==> src/rtl/fu_dispatch_ctrl_if.sv <==
`default_nettype none
// +----------------------------------------------------------------------------+
// | Module      : fu_dispatch_pkg / fu_dispatch_ctrl_if                        |
// | Description : Issued-instruction type and the issue/FU handshake bundle    |
// |               between the issue table, the dispatch slots and the FUs.     |
// | Revision    : 1.0 - initial release                                        |
// +----------------------------------------------------------------------------+

package fu_dispatch_pkg;

   localparam int NUM_FU = 4;

   typedef struct packed {
      logic [15:0] pc;
      logic [7:0]  opcode;
      logic [3:0]  tag;
   } issued_instruction_t;

endpackage

interface fu_dispatch_ctrl_if #(
   parameter int NUM_FU_P = fu_dispatch_pkg::NUM_FU
);

   fu_dispatch_pkg::issued_instruction_t                 instruction_i;
   logic [NUM_FU_P-1:0]                                  valid_i;
   logic [NUM_FU_P-1:0]                                  fu_ready_o;
   fu_dispatch_pkg::issued_instruction_t [NUM_FU_P-1:0]  instruction_o;
   logic [NUM_FU_P-1:0]                                  valid_o;
   logic [NUM_FU_P-1:0]                                  ready_i;

   // Dispatch-controller side
   modport slave (
      input  instruction_i, valid_i, ready_i,
      output fu_ready_o, instruction_o, valid_o
   );

   // Issue-table / functional-unit side
   modport master (
      output instruction_i, valid_i, ready_i,
      input  fu_ready_o, instruction_o, valid_o
   );

endinterface

`default_nettype wire

==> src/rtl/fu_dispatch_ctrl.sv <==
`default_nettype none
// +----------------------------------------------------------------------------+
// | Module      : fu_dispatch_ctrl                                             |
// | Description : One-entry dispatch slot per functional unit with occupancy  |
// |               tracking and a ready vector for issue-table masking.        |
// |               Optional macro FU_DISPATCH_PERF_EN adds stall counters.     |
// | Revision    : 1.0 - initial release                                        |
// +----------------------------------------------------------------------------+

module fu_dispatch_ctrl #(
   parameter int NUM_FU_P = fu_dispatch_pkg::NUM_FU,
   parameter int OCC_W_P  = 4
) (
   input  logic                               clk_i,
   input  logic                               reset_i,
   fu_dispatch_ctrl_if.slave                  bus,
   input  logic [NUM_FU_P-1:0][OCC_W_P-1:0]   occ_cfg_i,
   input  logic                               flush_i,
   output logic                               error_o
`ifdef FU_DISPATCH_PERF_EN
   ,
   output logic [NUM_FU_P-1:0][31:0]          stall_cnt_o
`endif
);

   typedef enum logic [1:0] {
      ST_IDLE = 2'd0,
      ST_HELD = 2'd1,
      ST_BUSY = 2'd2
   } state_t;

   localparam logic [NUM_FU_P-1:0] c_vec_one = NUM_FU_P'(1);
   localparam logic [OCC_W_P-1:0]  c_cnt_one = OCC_W_P'(1);

   logic [NUM_FU_P-1:0]                                 w_fu_ready;
   logic [NUM_FU_P-1:0]                                 w_issue;
   logic [NUM_FU_P-1:0]                                 w_valid_o;
   logic [NUM_FU_P-1:0]                                 w_valid_m1;
   fu_dispatch_pkg::issued_instruction_t [NUM_FU_P-1:0] w_instr_o;
   logic                                                w_multi_hot;
   logic                                                w_not_ready;
   logic                                                w_err;
   logic                                                r_error;

   // A flushed issue is younger than the squash and is silently dropped, not an error
   assign w_valid_m1  = bus.valid_i - c_vec_one;
   assign w_multi_hot = |(bus.valid_i & w_valid_m1);
   assign w_not_ready = (|(bus.valid_i & ~w_fu_ready)) & ~flush_i;
   assign w_err       = w_multi_hot | w_not_ready;
   assign w_issue     = bus.valid_i & {NUM_FU_P{~w_err & ~flush_i}};

   always_ff @(posedge clk_i) begin
      if (reset_i) begin
         r_error <= 1'b0;
      end else if (w_err) begin
         r_error <= 1'b1;
      end
   end

   assign error_o           = r_error;
   assign bus.fu_ready_o    = w_fu_ready;
   assign bus.valid_o       = w_valid_o;
   assign bus.instruction_o = w_instr_o;

   generate
      for (genvar g = 0; g < NUM_FU_P; g++) begin : g_fu
         state_t                               r_state;
         state_t                               w_state_nxt;
         logic [OCC_W_P-1:0]                   r_cnt;
         logic [OCC_W_P-1:0]                   w_cnt_nxt;
         fu_dispatch_pkg::issued_instruction_t r_slot;
         fu_dispatch_pkg::issued_instruction_t w_slot_nxt;
         logic                                 w_occ_zero;
         logic                                 w_cnt_last;
         logic                                 w_held;

         assign w_occ_zero = (occ_cfg_i[g] == '0);
         assign w_cnt_last = (r_cnt <= c_cnt_one);
         assign w_held     = (r_state == ST_HELD);

         assign w_fu_ready[g] = (r_state == ST_IDLE)
                              | (w_held & bus.ready_i[g] & w_occ_zero & ~flush_i)
                              | ((r_state == ST_BUSY) & w_cnt_last);

         always_comb begin
            w_state_nxt = r_state;
            w_cnt_nxt   = r_cnt;
            w_slot_nxt  = r_slot;
            case (r_state)
               ST_IDLE: begin
                  if (w_issue[g]) begin
                     w_state_nxt = ST_HELD;
                     w_slot_nxt  = bus.instruction_i;
                  end
               end
               ST_HELD: begin
                  if (flush_i) begin
                     w_state_nxt = ST_IDLE;
                     w_slot_nxt  = '0;
                  end else if (bus.ready_i[g]) begin
                     if (!w_occ_zero) begin
                        w_state_nxt = ST_BUSY;
                        w_cnt_nxt   = occ_cfg_i[g];
                        w_slot_nxt  = '0;
                     end else if (w_issue[g]) begin
                        w_slot_nxt  = bus.instruction_i;
                     end else begin
                        w_state_nxt = ST_IDLE;
                        w_slot_nxt  = '0;
                     end
                  end
               end
               ST_BUSY: begin
                  // The unit is physically occupied, so a flush does not shorten BUSY
                  w_cnt_nxt = r_cnt - c_cnt_one;
                  if (w_cnt_last) begin
                     w_cnt_nxt = '0;
                     if (w_issue[g]) begin
                        w_state_nxt = ST_HELD;
                        w_slot_nxt  = bus.instruction_i;
                     end else begin
                        w_state_nxt = ST_IDLE;
                     end
                  end
               end
               default: begin
                  w_state_nxt = ST_IDLE;
                  w_cnt_nxt   = '0;
                  w_slot_nxt  = '0;
               end
            endcase
         end

         always_ff @(posedge clk_i) begin
            if (reset_i) begin
               r_state <= ST_IDLE;
               r_cnt   <= '0;
               r_slot  <= '0;
            end else begin
               r_state <= w_state_nxt;
               r_cnt   <= w_cnt_nxt;
               r_slot  <= w_slot_nxt;
            end
         end

         assign w_valid_o[g] = w_held;
         assign w_instr_o[g] = w_held ? r_slot : '0;

`ifdef FU_DISPATCH_PERF_EN
         logic [31:0] r_stall;

         always_ff @(posedge clk_i) begin
            if (reset_i) begin
               r_stall <= '0;
            end else if (w_held && !bus.ready_i[g] && (r_stall != 32'hFFFF_FFFF)) begin
               r_stall <= r_stall + 32'd1;
            end
         end

         assign stall_cnt_o[g] = r_stall;
`endif
      end
   endgenerate

endmodule

`default_nettype wire

==> src/flat_wrapper.sv <==
// flat-port wrapper written by rule: the top's interface ports become plain ports
module fu_dispatch_ctrl_flat 
#(
   parameter int NUM_FU_P = fu_dispatch_pkg::NUM_FU,
   parameter int OCC_W_P  = 4
)
  (clk_i, reset_i, occ_cfg_i, flush_i, error_o, bus_instruction_i, bus_valid_i, bus_ready_i, bus_fu_ready_o, bus_instruction_o, bus_valid_o);
  fu_dispatch_ctrl_if #(.NUM_FU_P(NUM_FU_P)) bus_i ();
  input  logic clk_i;
  input  logic reset_i;
  input  logic [NUM_FU_P-1:0][OCC_W_P-1:0] occ_cfg_i;
  input  logic flush_i;
  output logic error_o;
  input wire logic [$bits(bus_i.instruction_i)-1:0] bus_instruction_i;
  input wire logic [$bits(bus_i.valid_i)-1:0] bus_valid_i;
  input wire logic [$bits(bus_i.ready_i)-1:0] bus_ready_i;
  output wire logic [$bits(bus_i.fu_ready_o)-1:0] bus_fu_ready_o;
  output wire logic [$bits(bus_i.instruction_o)-1:0] bus_instruction_o;
  output wire logic [$bits(bus_i.valid_o)-1:0] bus_valid_o;
  assign bus_i.instruction_i = bus_instruction_i;
  assign bus_i.valid_i = bus_valid_i;
  assign bus_i.ready_i = bus_ready_i;
  assign bus_fu_ready_o = bus_i.fu_ready_o;
  assign bus_instruction_o = bus_i.instruction_o;
  assign bus_valid_o = bus_i.valid_o;
  fu_dispatch_ctrl #(.NUM_FU_P(NUM_FU_P), .OCC_W_P(OCC_W_P)) u_core (.clk_i(clk_i), .reset_i(reset_i), .bus(bus_i), .occ_cfg_i(occ_cfg_i), .flush_i(flush_i), .error_o(error_o));
endmodule
==> config.mk <==
export PLATFORM = sky130hd
export DESIGN_NAME = fu_dispatch_ctrl_flat
export DESIGN_NICKNAME = d
export VERILOG_FILES = /design/src/rtl/fu_dispatch_ctrl_if.sv /design/src/rtl/fu_dispatch_ctrl.sv /design/src/flat_wrapper.sv
export SDC_FILE = /design/constraint.sdc
export NUM_CORES = 1
export LEC_CHECK = 0
export ABC_AREA = 1
export CORE_ASPECT_RATIO = 0.9
export CORE_MARGIN = 8
export CORE_UTILIZATION = 40
export DETAILED_ROUTE_END_ITERATION = 12
export PLACE_DENSITY = 0.67
export RECOVER_POWER = 50
export SLEW_MARGIN = 10
export SYNTH_ARGS = -nofsm -noshare
export SYNTH_HDL_FRONTEND = slang
export SYNTH_SLANG_ARGS = --single-unit
==> constraint.sdc <==
create_clock -name clk_i -period 4.95 [get_ports clk_i]
set_input_delay 0.7425 -clock clk_i [delete_from_list [all_inputs] [get_ports clk_i]]
set_output_delay 0.7425 -clock clk_i [all_outputs]
set_load 0.05 [all_outputs]
==> results of run 1 <==
[flip-flops by register name (all words and copies together) (netlist names)]
signal and count:
u_core.g_fu.r_slot 112, u_core.g_fu.r_state 8, u_core.error_o 1, u_core.g_fu.r_cnt 16
[stage by stage]
| stage | util [%] | cells | area [sq um] | hold slack, ps |
|---|---|---|---|---|
| after floorplan | - | 1353 | 8660 | 459 |
| after global placement | 48.4 | 1758 | 10400 | 466 |
| after detailed placement | 48.4 | 1758 | 10400 | 476 |
| after CTS | 51.1 | 1788 | 10900 | 488 |
| after global routing | 50.9 | 1788 | 10900 | 505 |
| final | 50.9 | 1788 | 10900 | 485 |
[synthesized netlist by cell type (2+ instances only)]
| cell | n | area share (%) |
|---|---|---|
| nand2_1 | 386 | 17 |
| inv_1 | 284 | 12 |
| dfxtp_1 | 137 | 32 |
| nand3_1 | 129 | 7.5 |
| a21oi_1 | 72 | 4.2 |
| nand2_2 | 69 | 5.0 |
| a21oi_2 | 60 | 6.1 |
| nor2_1 | 50 | 2.2 |
| ha_1 | 28 | 4.0 |
| o21ai_0 | 22 | 1.3 |
| clkbuf_1 | 19 | 0.82 |
| buf_4 | 18 | 1.6 |
| buf_6 | 14 | 1.8 |
| buf_2 | 13 | 0.75 |
| inv_2 | 11 | 0.48 |
| nand4_1 | 9 | 0.65 |
| buf_1 | 5 | 0.22 |
| xnor2_1 | 5 | 0.51 |
| nand2_4 | 4 | 0.52 |
| nor2_4 | 4 | 0.52 |
| nor2_2 | 3 | 0.22 |
| a22o_1 | 2 | 0.20 |
| a31oi_1 | 2 | 0.14 |
| nor3_1 | 2 | 0.12 |
[path summary, 6_finish.rpt]
check / to / start / depth (start not counted)
setup / recovery: u_core.g_fu[1].r_slot[23] / flush_i / 12
hold / removal: u_core.error_o / u_core.error_o / 2
setup reg to reg: u_core.g_fu[1].r_slot[23] / u_core.g_fu[1].r_state[1] / 15
hold reg to reg: u_core.error_o / u_core.error_o / 2
[cell type report]
class / count / area, sq um / area share (%)
clock inverters: 10 / 103 / 0.940
well taps: 291 / 364 / 3.34
repair buffers: 183 / 1810 / 16.6
flip-flops and latches: 137 / 2740 / 25.1
multi-input cells: 852 / 4330 / 39.7
clock buffers: 20 / 457 / 4.19
inverters: 295 / 1110 / 10.2
[critical path: cells and delay by family]
family,cells,cell delay [ps]
buffers and inverters,3,2590
AOI/OAI and AO/OA,1,370
and+or+nand+nor,8,790
[power groups by stage]
stage / Sequential (mW) / Combinational (mW) / Clock, mW
final: 1.90 / 4.31 / 1.24
after global routing: 1.96 / 4.81 / 1.30
after CTS: 1.90 / 4.39 / 1.25
after detailed placement: 1.91 / 4.36 / 0
after global placement: 1.90 / 4.30 / 0
after floorplan: 1.84 / 3.69 / 0
[metal layers]
layer	vias up	wire, um	share of wire, %	GRT usage, %
met3	40	1620	6.3	4.22
met5	-	0	0	0
met1	3729	12000	46	26.1
met4	0	665	2.6	7.45
li1	4315	-	-	-
met2	224	11600	45	30.1
[cells by family after synthesis]
kind of cell	share of synthesized area, %
fa+ha+maj	4.05
flops	31.7
simple gates	33.8
xor+xnor	0.607
buf+inv	18.0
compound gates	11.9
==> run metrics, run 1 <==
drt drc=0; io pins=176; Core Area=21400 sq um; die area=26600 sq um; Final Hold Fails=0; Vias/cell=4.65; Resize count post-CTS=0; GRT Total Usage=19.5%; number of synthesized flops with an enable pin=0; post-layout min period=4170 ps; Initial DRC Count=676; YS warnings=0; dpl hpwl=18.5 mm; pwr dens=683 nW/um^2; gpl congestion=0.830; Setup WS pre-CTS=between 1000 and 1500 ps; worst hold-check path type=reg -> reg; DR WL/cell=14.5 um; Mapped Cells=1353; first-pass GRT wire length=41.5 mm; first drt pass iteration count=5; Hold-fix buffers, CTS=0; final setup fails=0; area delta synth->final=26.0%; Peak Freq=240 MHz; # clock sinks=137; largest net degree at the start of global routing=64; GRT overflow=0; Initial Utilization=40.4%; max-slew violations=0; Synth async-reset ratio=0%; vias in the first global route=7965; worst path arrival time=4510 ps; sequential element share of the synthesized area=a little under a third; Post-CTS Setup Inserts=0; CP endpoint kind=flop; CP max stage cell=clkbuf_1; most frequent cells in the layout=nand2_1, inv_1, dfxtp_1; CP required=5290 ps; flop-to-flop setup slack=890 ps; Worst-path clk slew=60 ps; Yosys cell types=29; RSZ-0062 raised after global routing=no; CP Max Fanout=29; setup TNS=0 ps; drt total wl=approximately 26 mm; area of the mapped netlist=~8700 sq um; Period Utilization, post-route=84.2%; DIE HEIGHT=between 150 and 200 um; Clk Latency, worst-skew pair=430 ps; syn nets=1436; worst path cell trace=dlygate4sd3_1, nor2_1, nand4_1, nand3_1, nand2_1, nor2_1, nand4_1, nand2_1, nand2_1, clkbuf_1, inv_1, a21oi_1; status=finished clean; Vias=8308; Sw Share=just over 50%; Die Wd=171 um; ys flop type=dfxtp_1; Final ANT Viol Nets=0; FILL cells=2163; sequential share of power=25.5%; Pwr Total=roughly 7.5 mW; Seq cells post-synth=137; worst-margin pin slew=1380 ps; commonest non-fill, non-tap cell in the layout=nand2_1; cell mode on critical path=nand2_1; setup ws final=slightly below 800 ps; Combinational Power Share=57.8%; initial antenna violation count=0; Slowest Stage Delay on Critical Path=1000 ps; MaxCap Viol Count=0; root buf cell=clkbuf_16; row cnt=51; Int Pwr=3.70 mW; CTS max path bufs=2; CP startpoint kind=primary input; Sw Pwr=3.76 mW; port buffer count=~180; layout cells sized above 1=between 10% and 20%; CTS H-tree depth=4; CP Class=in -> reg; syn_area_per_cell=6.40 sq um; fin nets=around 1600; leakage power=5.96 nW; slew margin rel.=a little under 8%; number of diodes=0; CTS tree=yes; Clk pwr share=between 15 and 20%; Clock Skew=9.40 ps; Peak VDD IR=345 uV; number of CTS-inserted buffers=17
Note: power is estimated with default switching activity, not from simulation.
==> run 2: changes to the inputs <==
PLACE_DENSITY = 0.69   (was 0.67)
clock period = 3.8 ns   (was 4.95 ns; I/O delays follow)
==> run 2 against run 1 <==
Sequential power rose by 30%; non-clock buffer count rose by 4; worst hold slack got worse by 12 ps; flip-flop and latch count did not move; routed wire length rose by 1.0%; critical path depth fell by 6; final area fell by 0.10%; count of clock-buffer cells in the layout rose by 6; combinational power rose by 31%; first-iteration DRC count fell by 13%; via count rose by 1.7%; global-route usage rose by 0.071 points; largest cell class unchanged.
==> run metrics, run 2 (same netlist as run 1, synthesis figures left out) <==
Final Hold Fails=0 (unchanged); Initial DRC Count=588 (was 676); port buffer count=175 (unchanged); number of diodes=0 (unchanged); largest net degree at the start of global routing=45 (was 64); leakage power=5.73 nW (was 5.96 nW); CP startpoint kind=flop (was primary input); setup TNS=0 ps (unchanged); Worst-path clk slew=60 ps (about the same); slew margin rel.=56.8% (was 7.71%); Hold-fix buffers, CTS=0 (unchanged); Peak Freq=314 MHz; CP required=3230 ps (was 5290 ps); CTS tree=yes (unchanged); Largest regs=u_core.g_fu.r_slot (112), u_core.g_fu.r_cnt (16), u_core.g_fu.r_state (8) (unchanged); area delta synth->final=25.9% (was 26.0%); flip-flop count of the largest register after layout=112 (unchanged); first drt pass iteration count=7 (was 5); RSZ-0062 raised after global routing=no (unchanged); CTS H-tree depth=4 (unchanged); root buf cell=clkbuf_16 (unchanged); Resize count post-CTS=0 (unchanged); Period Utilization, post-route=between 80% and 90%; Initial Utilization=40.4% (unchanged); Biggest register=u_core.g_fu.r_slot (unchanged); MaxCap Viol Count=0 (unchanged); dpl hpwl=18.4 mm (was 18.5 mm); CP endpoint kind=output pin (was flop); row cnt=51 (unchanged); status=finished clean (unchanged); Final ANT Viol Nets=0 (unchanged); Core Area=21400 sq um (unchanged); Clock Skew=8.52 ps (was 9.40 ps); DR WL/cell=14.6 um (was 14.5 um); most frequent cells in the layout=nand2_1, inv_1, clkdlybuf4s50_1 (was nand2_1, inv_1, dfxtp_1); max-slew violations=0 (unchanged); Peak VDD IR=440 uV (was 345 uV); pwr dens=893 nW/um^2 (was 683 nW/um^2); Vias=8450 (was 8308); CTS max path bufs=2 (unchanged); Top Usage Layer GRT=met2 (unchanged); Reg2Reg Depth=14 (was 15); vias in the first global route=8282 (was 7965); CP Max Fanout=28 (was 29); met1 Resource Use GR=24.6% (was 26.1%); drt total wl=26.1 mm (was 25.9 mm); DIE HEIGHT=156 um (unchanged); initial antenna violation count=0 (unchanged); post-route design area=10900 sq um (about the same); met2 Track Usage GR=32.4% (was 30.1%); Hold Crit Start=u_core.error_o (unchanged); GRT overflow=0 (unchanged); die area=26600 sq um (unchanged); met3 GRT Util=3.97% (was 4.22%); io pins=176 (unchanged); CP Class=reg -> out (was in -> reg); number of CTS-inserted buffers=17 (unchanged); worst path arrival time=2610 ps (was 4510 ps); # clock sinks=137 (unchanged); gpl congestion=0.853 (was 0.830); Pwr Total=9.74 mW (was 7.45 mW); worst-margin pin slew=647 ps (was 1380 ps); worst hold-check path type=reg -> reg (unchanged); flop-to-flop setup slack=720 ps (was 890 ps); Hold Path Depth=2 (unchanged); hold endpoint=u_core.error_o (unchanged); first-pass GRT wire length=41.8 mm (was 41.5 mm); Die Wd=171 um (unchanged); GRT Total Usage=19.5% (about the same); post-layout min period=3180 ps; layout cells sized above 1=10.8% (was 12.3%); dpl cell area=10500 sq um (was 10400 sq um); r2r startpoint=u_core.g_fu[1].r_state[1] (unchanged); drt drc=0 (unchanged); r2r endpoint=u_core.g_fu[1].r_slot[0] (was u_core.g_fu[1].r_slot[23]); final setup fails=0 (unchanged); Vias/cell=4.71 (was 4.65); Clk Latency, worst-skew pair=420 ps (was 430 ps); Post-CTS Setup Inserts=0 (unchanged); commonest non-fill, non-tap cell in the layout=nand2_1 (unchanged); fin nets=1573 (was 1569)
-- run 2: layer usage --
| layer | up-vias | share of wire (%) |
|---|---|---|
| met5 | - | 0 |
| met4 | 0 | 2.1 |
| met3 | 33 | 6.4 |
| met2 | 240 | 46 |
| met1 | 3847 | 45 |
| li1 | 4330 | - |
-- run 2: cell type report --
class | instances | area [sq um]
inverters | 295 | 1110
flip-flops and latches | 137 | 2740
clock buffers | 26 | 519
well taps | 291 | 364
fillers | 2185 | 10500
multi-input cells | 852 | 4230
repair buffers | 187 | 1880
clock inverters | 6 | 61.3
-- run 2: report_power, final --
part	leakage, nW	switching [mW]	internal [mW]
clock	0.286	0.629	1.00
combinational	4.32	3.87	1.77
sequential	1.13	0.359	2.11
-- run 2: critical path: stages, from the launching register on --
cell and delay (ps):
dfxtp_1 340, inv_1 100, ha_1 340, buf_4 380, nand2_1 140, inv_1 80, clkdlybuf4s50_1 800
-- run 2: per-stage QoR --
step | util, % | std cells | hold WS (ps) | worst slack [ps]
3_3_place_gp | 48.8 | 1762 | 460 | 771
2_1_floorplan | - | 1353 | 459 | 1590
5_1_grt | 50.8 | 1794 | 514 | 331
4_1_cts | 51.5 | 1794 | 482 | 560
6_report | 50.8 | 1794 | 474 | 618
3_5_place_dp | 48.8 | 1762 | 461 | 690
-- run 2: how the worst max path moves through the flow --
stage / from / to / slack, ps / cells after the start
6_report: u_core.g_fu[1].r_state[1] / bus_instruction_o[38] / 620 / 6
5_1_grt: u_core.g_fu[1].r_state[1] / u_core.g_fu[1].r_slot[0] / 330 / 14
4_1_cts: u_core.g_fu[0].r_state[1] / bus_instruction_o[2] / 560 / 6
3_5_place_dp: flush_i / u_core.g_fu[2].r_slot[27] / 690 / 11
3_3_place_gp: flush_i / u_core.g_fu[2].r_slot[27] / 770 / 13
2_1_floorplan: u_core.g_fu[3].r_state[1] / bus_instruction_o[100] / 1590 / 7
